--- config.mk ---
export PLATFORM = sky130hd
export DESIGN_NAME = pyramid_feeder
export DESIGN_NICKNAME = d
export VERILOG_FILES = /design/src/rtl/pyramid_pkg.sv /design/src/rtl/feeder_fifo.sv /design/src/rtl/pyramid_feeder.sv
export SDC_FILE = /design/constraint.sdc
export NUM_CORES = 1
export LEC_CHECK = 0
export ABC_CLOCK_PERIOD_IN_PS = 7400
export CAP_MARGIN = 20
export CORE_MARGIN = 4
export CORE_UTILIZATION = 58
export CTS_BUF_LIST = sky130_fd_sc_hd__clkbuf_16
export CTS_CLUSTER_SIZE = 12
export DETAILED_ROUTE_END_ITERATION = 8
export PLACE_DENSITY = 0.77
export SETUP_SLACK_MARGIN = 0.2
export SLEW_MARGIN = 0
export SYNTH_ARGS = -nofsm -noshare
export SYNTH_HDL_FRONTEND = slang
export SYNTH_SLANG_ARGS = --single-unit
--- constraint.sdc ---
create_clock -name clk_in -period 7.4 [get_ports clk_in]
set_clock_uncertainty 0.05 [all_clocks]
set_input_delay 1.11 -clock clk_in [delete_from_list [all_inputs] [get_ports clk_in]]
set_output_delay 1.11 -clock clk_in [all_outputs]
set_load 0.005 [all_outputs]
--- src/rtl/pyramid_pkg.sv ---
// Shared types and constants for the Gaussian pyramid front end: image geometry,
// feeder FSM states and the pixel/address beat carried through the feeder FIFO.
package pyramid_pkg;

  localparam int unsigned IMG_WIDTH  = 128;
  localparam int unsigned IMG_HEIGHT = 128;
  localparam int unsigned PIX_DEPTH  = 8;

  function automatic int unsigned addr_w(input int unsigned w, input int unsigned h);
    return $clog2(w * h);
  endfunction

  localparam int unsigned ADDR_W = addr_w(IMG_WIDTH, IMG_HEIGHT);

  typedef enum logic [1:0] {
    StIdle,
    StStream,
    StDrain,
    StDone
  } feeder_state_t;

  typedef struct packed {
    logic [ADDR_W-1:0]    addr;
    logic [PIX_DEPTH-1:0] data;
  } pix_beat_t;

endpackage

--- src/rtl/feeder_fifo.sv ---
// Small synchronous FIFO for the pyramid feeder; by default one entry holds a pix_beat_t.
// Read data is the head entry, presented directly from storage.
module feeder_fifo
  import pyramid_pkg::*;
#(
  parameter int unsigned DEPTH = 4,
  parameter int unsigned WIDTH = $bits(pix_beat_t)
) (
  input  logic             clk,
  input  logic             rst,
  input  logic             push,
  input  logic [WIDTH-1:0] wr_data,
  input  logic             pop,
  output logic [WIDTH-1:0] rd_data,
  output logic             full,
  output logic             empty
);

  localparam int unsigned PtrW = (DEPTH > 1) ? $clog2(DEPTH) : 1;
  localparam int unsigned CntW = $clog2(DEPTH + 1);

  logic [WIDTH-1:0] mem [DEPTH];
  logic [PtrW-1:0]  wr_ptr;
  logic [PtrW-1:0]  rd_ptr;
  logic [CntW-1:0]  count;
  logic             do_push;
  logic             do_pop;

  assign full    = (count == CntW'(DEPTH));
  assign empty   = (count == '0);
  assign do_push = push && !full;
  assign do_pop  = pop && !empty;
  assign rd_data = mem[rd_ptr];

  always_ff @(posedge clk or posedge rst) begin
    if (rst) begin
      wr_ptr <= '0;
      rd_ptr <= '0;
      count  <= '0;
      for (int i = 0; i < DEPTH; i++) mem[i] <= '0;
    end else begin
      if (do_push) begin
        mem[wr_ptr] <= wr_data;
        wr_ptr      <= (wr_ptr == PtrW'(DEPTH - 1)) ? '0 : wr_ptr + PtrW'(1);
      end
      if (do_pop) rd_ptr <= (rd_ptr == PtrW'(DEPTH - 1)) ? '0 : rd_ptr + PtrW'(1);
      if (do_push && !do_pop)      count <= count + CntW'(1);
      else if (do_pop && !do_push) count <= count - CntW'(1);
    end
  end

endmodule

--- src/rtl/pyramid_feeder.sv ---
// Streams a stored frame in raster order from a fixed-latency BRAM port onto a valid/ready stream.
// Define PYRAMID_FEEDER_TESTPATTERN_EN to replace BRAM data with an internal (x+y) pattern.
module pyramid_feeder #(
  parameter int unsigned WIDTH        = pyramid_pkg::IMG_WIDTH,
  parameter int unsigned HEIGHT       = pyramid_pkg::IMG_HEIGHT,
  parameter int unsigned BIT_DEPTH    = pyramid_pkg::PIX_DEPTH,
  parameter int unsigned READ_LATENCY = 2,
  parameter int unsigned FIFO_DEPTH   = 4,
  localparam int unsigned ADDR_W      = pyramid_pkg::addr_w(WIDTH, HEIGHT)
) (
  input  logic                 clk_in,
  input  logic                 rst_in,
  input  logic                 start_in,
  output logic                 bram_en_out,
  output logic [ADDR_W-1:0]    bram_addr_out,
  input  logic [BIT_DEPTH-1:0] bram_data_in,
  output logic [BIT_DEPTH-1:0] data_out,
  output logic [ADDR_W-1:0]    data_addr_out,
  output logic                 data_valid_out,
  input  logic                 data_ready_in,
  output logic                 data_done_out,
  output logic                 busy_out,
  output logic                 error_out
);
  import pyramid_pkg::*;

  localparam int unsigned NPix = WIDTH * HEIGHT;
  localparam logic [ADDR_W-1:0] LastAddr = ADDR_W'(NPix - 1);
  localparam int unsigned BeatW = ADDR_W + BIT_DEPTH;
  localparam int unsigned CntW = $clog2(FIFO_DEPTH + 1);

  feeder_state_t            state;
  logic [ADDR_W-1:0]        rd_addr;
  logic                     en_q;
  logic [ADDR_W-1:0]        addr_q;
  logic [READ_LATENCY-1:0]  tag_vld;
  logic [ADDR_W-1:0]        tag_addr [READ_LATENCY];
  logic [CntW-1:0]          credit;
  logic                     done_q;
  logic                     err_q;
  logic                     busy;
  logic                     issue;
  logic [ADDR_W-1:0]        issue_addr;
  logic                     push;
  logic                     pop;
  logic [BIT_DEPTH-1:0]     push_data;
  logic [ADDR_W-1:0]        push_addr;
  logic [BeatW-1:0]         wr_beat;
  logic [BeatW-1:0]         rd_beat;
  logic                     fifo_empty;
  logic                     unused_full;

  assign busy      = (state != StIdle) || !fifo_empty;
  assign pop       = !fifo_empty && data_ready_in;
  assign push      = tag_vld[READ_LATENCY-1];
  assign push_addr = tag_addr[READ_LATENCY-1];
  assign wr_beat   = {push_addr, push_data};

`ifdef PYRAMID_FEEDER_TESTPATTERN_EN
  logic unused_bram;
  assign unused_bram = ^bram_data_in;
  assign push_data   = BIT_DEPTH'((32'(push_addr) % WIDTH) + (32'(push_addr) / WIDTH));
  assign bram_en_out = 1'b0;
`else
  assign push_data   = bram_data_in;
  assign bram_en_out = en_q;
`endif

  assign bram_addr_out  = addr_q;
  assign data_out       = rd_beat[BIT_DEPTH-1:0];
  assign data_addr_out  = rd_beat[BeatW-1:BIT_DEPTH];
  assign data_valid_out = !fifo_empty;
  assign data_done_out  = done_q;
  assign busy_out       = busy;
  assign error_out      = err_q;

  // Credit counts reads from issue until their pixel is accepted; a pop this cycle frees one.
  always_comb begin
    issue      = 1'b0;
    issue_addr = rd_addr;
    case (state)
      StIdle: begin
        issue      = start_in && !busy;
        issue_addr = '0;
      end
      StStream: issue = 32'(credit) < FIFO_DEPTH + 32'(pop);
      default:  issue = 1'b0;
    endcase
  end

  always_ff @(posedge clk_in or posedge rst_in) begin
    if (rst_in) begin
      state   <= StIdle;
      rd_addr <= '0;
      en_q    <= 1'b0;
      addr_q  <= '0;
      credit  <= '0;
      done_q  <= 1'b0;
      err_q   <= 1'b0;
      tag_vld <= '0;
      for (int i = 0; i < READ_LATENCY; i++) tag_addr[i] <= '0;
    end else begin
      en_q        <= issue;
      err_q       <= start_in && busy;
      credit      <= credit + CntW'(issue) - CntW'(pop);
      tag_vld[0]  <= en_q;
      tag_addr[0] <= addr_q;
      for (int i = 1; i < READ_LATENCY; i++) begin
        tag_vld[i]  <= tag_vld[i-1];
        tag_addr[i] <= tag_addr[i-1];
      end
      if (issue) begin
        addr_q <= issue_addr;
        if (issue_addr != LastAddr) rd_addr <= issue_addr + ADDR_W'(1);
      end
      case (state)
        StIdle: begin
          if (issue) begin
            done_q <= 1'b0;
            credit <= CntW'(1);
            state  <= (issue_addr == LastAddr) ? StDrain : StStream;
          end
        end
        StStream: if (issue && issue_addr == LastAddr) state <= StDrain;
        StDrain: begin
          if (pop && data_addr_out == LastAddr) begin
            state  <= StDone;
            done_q <= 1'b1;
          end
        end
        StDone:  state <= StIdle;
        default: state <= StIdle;
      endcase
    end
  end

  feeder_fifo #(
    .DEPTH (FIFO_DEPTH),
    .WIDTH (BeatW)
  ) u_fifo (
    .clk     (clk_in),
    .rst     (rst_in),
    .push    (push),
    .wr_data (wr_beat),
    .pop     (pop),
    .rd_data (rd_beat),
    .full    (unused_full),
    .empty   (fifo_empty)
  );

endmodule

==> results.yml, run 1 <==
logic_synthesis:
  synth-seq-area-share_pct: 58.7
  yosysUniqueCellTypes: 50
  netlist_instances: 487
  syn_avg_cell_area_um2: 14.1
  synth_edf_count: 0
  post-synth-top-count-cell: "dfrtp_1"
  synthesis.nets: 513
  netlist_area_um2: 6870
  async_flop_share_pct: 100
  ys_warn_count: 0
  synth_top_area_cell: "dfrtp_1"
  ys_seq_elements: 161
  ys_top_cells_by_count: "161 x dfrtp_1, 92 x mux2_2, 46 x nand2_1, 22 x mux4_2, 15 x inv_1"
  yosys-top-cells-area: "dfrtp_1 59%, mux2_2 15%, mux4_2 7.2%, nand2_1 2.5%, ha_1 2.2%"
  synth_flop_cell: "dfrtp_1"
  netlist.area_leader.share_pct: 58.7
clocking:
  cts_tree: "done"
  cts_hold_buf: 0
  root_buffer: "clkbuf_16"
  cts_resized: 0
  cts.clk_slew.worst_paths_ns: 0.05
  clockBufferDepth: 2
  cts.sinks: 161
  htreeDepth: 4
  clkLatencyLatePin_ns: 0.42
  cts_buffers: 17
  cts_setup_buffers: 0
grt:
  grt_pass1_wl_um: 22200
  grt_antenna_before_repair: 0
  grt_usage_pct: 21.6
  gr-total-overflow: 0
  grt_start_max_net_pins: 84
  grt_pass1_vias: 4304
pwr:
  p_comb_share_pct: 36.6
  p_leak_uw: 0.00354
  switching_share_pct: 30.6
  clockPowerShare_pct: 22.3
  pwr-share-seq_pct: 41.1
  p_total_uw: 3560
  p_int_uw: 2470
  p_switching_uw: 1090
  power.density_nw_per_um2: 441
  irDropWorstVdd_uv: 246
route:
  postRouteAntennaNets: 0
  drt_iter0_drc: 243
  avgRoutedWirePerCell_um: 19.1
  drcViolationCount: 0
  totalWireLength_um: 13300
  num_vias: 4089
  dr.pass1.iters: 4
  vias_per_cell: 5.88
placement:
  port_buffers: 52
  gp_congestion: 0.793
  hpwl_um: 8510
  dp.cells: 665
final_layout:
  final_cells: 696
  fillCellCount: 795
  antenna_cells: 0
  layout-drive-gt1-share_pct: 28.8
  nets: 569
  post-route-util_pct: 70.1
  area_growth_pct: 17.6
floorplanning:
  initial_core_util_pct: 59.6
  chipWidth_um: 117
  core_area_um2: 11500
  die_y_um: 117
  die_area_um2: 13600
  ios: 53
  row_count: 39
job:
  drv_cap: 0
worst_setup_path:
  crit_fanout: 32
  endpoint_kind: "flop"
  path_class: "input pin to flop"
  crit_start: "data_ready_in"
  worstReg2RegStart: "state[0]"
  required_ns: 7.64
  crit_arrival_ns: 4.33
  r2r_cells: 12
  cp-start-kind: "input pin"
sta:
  fmax_mhz: 245
  finalCritPeriodShare_pct: 55.2
  finalSetupViolations: 0
  hold_viol: 0
  slew-limit-headroom_pct: 37.6
  worst_pin_slew_ns: 0.936
  finalMaxSlewViolations: 0
  setup_tns_ns: 0
  grt_setup_unrepaired: "false"
  layout_min_cycle_time_ns: 4.09
worst_hold_path:
  hold_depth: 0
  min-delay-start: "tag_addr[18]"
  min_path_type: "flop to flop"
outcome:
  status: "finished clean"
-- critical path, cell delays in order --
cell and delay, ns:
clkdlybuf4s50_1 0.41, nor4bb_1 0.14, a21oi_1 0.23, and2_1 0.78, clkinv_1 0.81, nand2_2 0.47, mux2_2 0.38
-- registers in the layout (all words and copies together) (netlist names) --
| name | count |
|---|---|
| u_fifo.mem | 88 |
| bram_addr_out | 14 |
| push_addr | 14 |
| rd_addr | 14 |
| tag_addr | 14 |
| credit | 3 |
| u_fifo.count | 3 |
| state | 2 |
| tag_vld | 2 |
| u_fifo.rd_ptr | 2 |
| u_fifo.wr_ptr | 2 |
| bram_en_out | 1 |
| data_done_out | 1 |
| error_out | 1 |
-- kinds of logic after synthesis --
kind of cell	count (synthesis)	share of synthesized area, %
compound gates	60	5.92
xor+xnor	5	0.638
fa+ha+maj	14	2.77
buf+inv	40	2.82
flops	161	58.7
mux	114	22.3
simple gates	93	6.87
-- power groups by stage --
stage	Combinational (uW)	Sequential, uW	Clock [uW]
floorplan	908	1380	0
global placement	1230	1470	0
detailed placement	1280	1500	0
CTS	1280	1490	808
global route	1430	1510	848
finish	1300	1460	795
-- metal layers --
layer / vias up / global-route usage [%] / share of wire, % / wire length [um]
met2: 58 / 35.4 / 51 / 6770
met3: 13 / 5.09 / 2.7 / 362
met5: - / 0 / 0 / 0
met1: 2139 / 28.8 / 45 / 6040
li1: 1879 / - / - / -
met4: 0 / 7.34 / 1.1 / 144
-- layout by cell type (no fill, tap or decap), types with 3 or more instances in the layout --
cell type and n:
o2bb2ai_1 10, inv_1 17, nand2_1 46, buf_4 7
nand3_1 5, nor2_1 10, clkinv_2 3, xor2_1 3
ha_1 12, nand4b_1 3, a31oi_1 10, o21ai_0 14
nor2b_1 4, clkinv_1 4, nor3_1 3, clkdlybuf4s50_1 52
o31ai_1 4, mux4_2 22, mux2_2 92, dfrtp_1 161
a21oi_1 7, and2_1 4, clkbuf_16 17
-- final timing paths --
kind                                    end  slack (ns)
min reg2reg                    push_addr[4]        0.30
min                            push_addr[4]        0.30
max in group asynchronous    u_fifo.mem[30]        5.11
max reg2reg                      rd_addr[1]        3.68
min in group asynchronous  bram_addr_out[4]        1.15
max                              rd_addr[1]        3.31
-- final cells by class --
type / instances / area [um^2] / area share, %
clock buffer: 17 / 425 / 5.27
clock inverter: 12 / 105 / 1.30
inverter: 16 / 65.1 / 0.806
multi-input combinational: 286 / 2640 / 32.7
sequential: 161 / 4030 / 49.9
tap: 143 / 179 / 2.22
timing repair buffer: 61 / 628 / 7.78
-- per-stage QoR --
step / setup slack [ns] / cell area (um^2) / hold WS (ns)
3_5_place_dp: 2.89 / 7490 / 0.285
6_report: 3.31 / 8080 / 0.297
4_1_cts: 3.33 / 8020 / 0.295
5_1_grt: 3.05 / 8080 / 0.300
2_1_floorplan: 1.89 / 6870 / 0.281
3_3_place_gp: 3.00 / 7490 / 0.283
Power figures use the tool's default switching activity.
==> run 2, diff against run 1 <==
Settings changed: ABC_CLOCK_PERIOD_IN_PS 7400 to 3900.
Clock period 7.4 ns to 3.9 ns, I/O delays scaled along.
==> results.yml, run 2 (same netlist as run 1, synthesis figures left out) <==
sta:
  grt_setup_unrepaired: "false"
  fmax_mhz: 310
  hold_viol: 0
  slew-limit-headroom_pct: 43.0
  finalMaxSlewViolations: 0
  worst_pin_slew_ns: 0.855
  finalCritPeriodShare_pct: 82.8
  setup_tns_ns: 0
  finalSetupViolations: 0
  layout_min_cycle_time_ns: 3.23
route:
  drt_iter0_drc: 317
  postRouteAntennaNets: 0
  num_vias: 4083
  drt-met1-wl_um: 5920
  avgRoutedWirePerCell_um: 19.4
  top_layer_used: "met4"
  wl_met2_um: 6930
  totalWireLength_um: 13600
  dr_wl_met3_um: 558
  drcViolationCount: 0
  vias_per_cell: 5.82
  dr.pass1.iters: 4
worst_setup_path:
  critPathMaxStageDelay_ns: 0.90
  r2r_end: "rd_addr[0]"
  rrSetupSlack_ns: 0.69
  r2r_cells: 9
  crit_end: "data_addr_out[9]"
  endpoint_kind: "output pin"
  required_ns: 3.26
  worstReg2RegStart: "state[0]"
  crit_slowest_cell: "dfrtp_1"
  crit_fanout: 13
  crit_arrival_ns: 2.60
  cp-start-kind: "flop"
  cp_cell_sequence: "buf_12 -> mux4_2 -> clkdlybuf4s50_1"
  path_class: "flop to output pin"
  crit_start: "u_fifo.rd_ptr[0]"
clocking:
  clkLatencyLatePin_ns: 0.42
  cts_setup_buffers: 0
  root_buffer: "clkbuf_16"
  cts_resized: 0
  cts.clk_slew.worst_paths_ns: 0.06
  cts_tree: "done"
  cts_buffers: 17
  cts.sinks: 161
  clockBufferDepth: 2
  cts_hold_buf: 0
  htreeDepth: 4
final_layout:
  area_growth_pct: 17.6
  largest_register_ffs: 88
  final_common_cell: "dfrtp_1"
  top_register: "u_fifo.mem"
  design_area_um2: 8080
  mostFrequentLayoutCells: "161 x dfrtp_1, 92 x mux2_2, 52 x clkdlybuf4s50_1"
  layout-drive-gt1-share_pct: 28.9
  nets: 573
  antenna_cells: 0
worst_hold_path:
  min_path_type: "flop to flop"
floorplanning:
  initial_core_util_pct: 59.6
  chipWidth_um: 117
  core_area_um2: 11500
  die_area_um2: 13600
  row_count: 39
  die_y_um: 117
  ios: 53
placement:
  post_dp_cell_area_um2: 7570
  port_buffers: 52
  hpwl_um: 8980
  gp_congestion: 0.836
grt:
  grt_start_max_net_pins: 89
  grt_usage_pct: 22.1
  grt_pass1_wl_um: 22600
  grt_antenna_before_repair: 0
  grt_pass1_vias: 4342
  gr-total-overflow: 0
job:
  drv_cap: 0
outcome:
  status: "finished clean"
pwr:
  irDropWorstVdd_uv: 472
  p_leak_uw: 0.00354
  power.density_nw_per_um2: 836
==> run 2: cell types whose count changed in the layout (fill, tap and decap cells not counted) <==
cell,delta
clkinvlp_4,+1
clkinv_1,+4
inv_6,-1
clkinv_2,-1
bufinv_16,-1
inv_1,-1
buf_12,+3
buf_16,-2
buf_4,+3
==> run 2: power by group <==
| group | total [uW] | switching (uW) | internal, uW |
|---|---|---|---|
| Sequential | 2810 | 496 | 2320 |
| Combinational | 2500 | 1020 | 1480 |
| Clock | 1440 | 598 | 845 |
==> run 2: how the worst min path moves through the flow <==
stage	start	to	slack [ns]	cells past startpoint
2_1_floorplan	tag_addr[14]	push_addr[0]	0.28	0
3_3_place_gp	tag_addr[23]	push_addr[9]	0.28	0
3_5_place_dp	tag_addr[23]	push_addr[9]	0.28	0
4_1_cts	tag_addr[18]	push_addr[4]	0.30	0
5_1_grt	tag_addr[26]	push_addr[12]	0.30	0
6_report	tag_addr[18]	push_addr[4]	0.29	0
==> run 2: layer usage <==
| metal | global-route usage [%] | vias to the layer above |
|---|---|---|
| met5 | 0 | - |
| met4 | 6.42 | 0 |
| met3 | 5.76 | 18 |
| met2 | 36.3 | 91 |
| met1 | 29.5 | 2103 |
| li1 | - | 1871 |
==> run 2: area by class of cell <==
class	count	area, um^2
fillers	820	3440
clock inverters	13	81.3
inverters	16	63.8
clock buffers	17	425
flip-flops and latches	161	4030
multi-input cells	286	2640
repair buffers	65	656
well taps	143	179
==> run 2: worst max-delay path, delay by kind of cell (launching register included) <==
family	cells	cell delay, ns
multiplexers	1	0.55
flip-flops	1	0.90
buffers and inverters	2	0.73
==> run 2: stage by stage <==
stage | hold slack (ns) | total power, uW | std cells | utilization (%) | setup WS, ns
finish | 0.294 | 6750 | 701 | 70.1 | 0.670
global route | 0.301 | 7180 | 701 | 70.1 | 0.519
CTS | 0.295 | 6810 | 701 | 70.1 | 0.609
detailed placement | 0.285 | 5350 | 671 | 65.7 | 0.742
global placement | 0.282 | 5210 | 671 | 65.7 | 0.858
floorplan | 0.281 | 4340 | 487 | - | 0.933
==> run 3, diff against run 2 <==
Settings changed: ABC_CLOCK_PERIOD_IN_PS 3900 to 3200.
Clock period 3.9 ns to 3.2 ns, I/O delays scaled along.
==> results.yml, run 3 (same netlist as run 1, synthesis figures left out) <==
floorplanning:
  initial_core_util_pct: 59.6
  die_area_um2: 13600
  core_area_um2: 11500
  row_count: 39
  chipWidth_um: 117
  ios: 53
  die_y_um: 117
sta:
  fin_ws_ns: 0.354
  slew-limit-headroom_pct: 62.2
  finalMaxSlewViolations: 0
  setup_tns_ns: 0
  layout_min_cycle_time_ns: 2.85
  finalCritPeriodShare_pct: 88.9
  fmax_mhz: 351
  grt_setup_unrepaired: "false"
  worst_pin_slew_ns: 0.567
  finalSetupViolations: 0
  hold_viol: 0
job:
  drv_cap: 0
placement:
  hpwl_um: 8910
  place_ws_ns: 0.0439
  gp_congestion: 0.842
  dp.cells: 675
  port_buffers: 52
pwr:
  irDropWorstVdd_uv: 428
  clockPowerShare_pct: 24.2
  p_total_uw: 8620
  pwr-share-seq_pct: 39.2
  p_comb_share_pct: 36.6
  p_leak_uw: 0.00364
  p_switching_uw: 2650
  power.density_nw_per_um2: 1040
  p_int_uw: 5970
  switching_share_pct: 30.8
route:
  postRouteAntennaNets: 0
  dr.pass1.iters: 5
  vias_per_cell: 5.89
  avgRoutedWirePerCell_um: 19.6
  totalWireLength_um: 13900
  drcViolationCount: 0
  drt_iter0_drc: 327
  num_vias: 4197
clocking:
  clkLatencyLatePin_ns: 0.41
  cts_tree: "done"
  cts.clk_slew.worst_paths_ns: 0.06
  cts.sinks: 161
  clockBufferDepth: 2
  root_buffer: "clkbuf_16"
  cts_buffers: 17
  cts_hold_buf: 0
  htreeDepth: 4
grt:
  grt_antenna_before_repair: 0
  grt_pass1_wl_um: 23400
  gr-total-overflow: 0
  grt_start_max_net_pins: 80
  grt_pass1_vias: 4563
  grt_usage_pct: 22.6
final_layout:
  fillCellCount: 779
  area_growth_pct: 21.1
  final_cells: 712
  final_common_cell: "dfrtp_1"
  top_register: "u_fifo.mem"
  regArea_um2: 4030
  multiInputGateArea_um2: 2700
  mostFrequentLayoutCells: "160 x dfrtp_1, 92 x mux2_2, 52 x clkdlybuf4s50_1"
  nets: 582
  largest_register_ffs: 88
  layout-drive-gt1-share_pct: 33.0
  antenna_cells: 0
  post-route-util_pct: 72.2
worst_setup_path:
  required_ns: 3.44
  crit_start: "state[0]"
  path_class: "flop to flop"
  crit_fanout: 8
  cp-start-kind: "flop"
  worstReg2RegStart: "state[0]"
  endpoint_kind: "flop"
  crit_arrival_ns: 3.09
worst_hold_path:
  min_path_type: "flop to flop"
  min-delay-start: "tag_vld[0]"
outcome:
  status: "finished clean"
## run 3: through the flow
stage | area [um^2] | hold WS (ns)
2_1_floorplan | 6870 | 0.281
4_1_cts | 8230 | 0.298
6_report | 8310 | 0.297
3_5_place_dp | 7600 | 0.285
3_3_place_gp | 7600 | 0.282
5_1_grt | 8310 | 0.301
## run 3: worst paths after layout
check | end | slack [ns] | cells after the start
hold reg to reg | tag_vld[1] | 0.30 | 0
hold / removal | tag_vld[1] | 0.30 | 0
setup / recovery | rd_addr[1] | 0.35 | 11
max in group asynchronous | u_fifo.mem[13] | 2.11 | 3
min in group asynchronous | u_fifo.mem[83] | 0.51 | 3
setup reg to reg | rd_addr[1] | 0.35 | 11
## run 3: timing repair
item / in CTS / in global routing
setup endpoints to repair: 9 / 21
endpoints found under the hold margin: 0 / 0
pin swaps: 1 / 2
resized for setup: 3 / 11
buffers inserted: 0 / 5
cloned: 0 / 0
## run 3: final cells by class
type | count | share of cell area (%)
Clock inverter | 15 | 2.33
Tap cell | 143 | 2.15
Sequential cell | 161 | 48.5
Multi-Input combinational cell | 286 | 32.5
Inverter | 16 | 0.767
Clock buffer | 17 | 5.12
Timing Repair Buffer | 74 | 8.67
## run 3: power groups by stage
stage / Sequential, uW / Clock [uW] / Combinational, uW
final: 3380 / 2090 / 3160
after global routing: 3480 / 2220 / 3450
after CTS: 3360 / 2120 / 3190
after detailed placement: 3380 / 0 / 3150
after global placement: 3330 / 0 / 3040
after floorplan: 3190 / 0 / 2100
## run 3: critical path, cell delays in order, from the launching register on
cell and delay (ns):
dfrtp_1 0.41, inv_2 0.09, ha_4 0.21, inv_1 0.09, nand2_1 0.08, inv_1 0.08
ha_2 0.21, nand3_2 0.11, or4_4 0.46, or3_4 0.46, nand2_4 0.14, mux2_2 0.35
## run 3: layer usage
layer	wire length (um)	vias to the layer above	share of wire [%]	GRT usage [%]
li1	-	1904	-	-
met1	6080	2190	44	29.6
met5	0	-	0	0
met4	82	0	0.59	6.42
met3	547	8	3.9	5.24
met2	7210	95	52	38.5
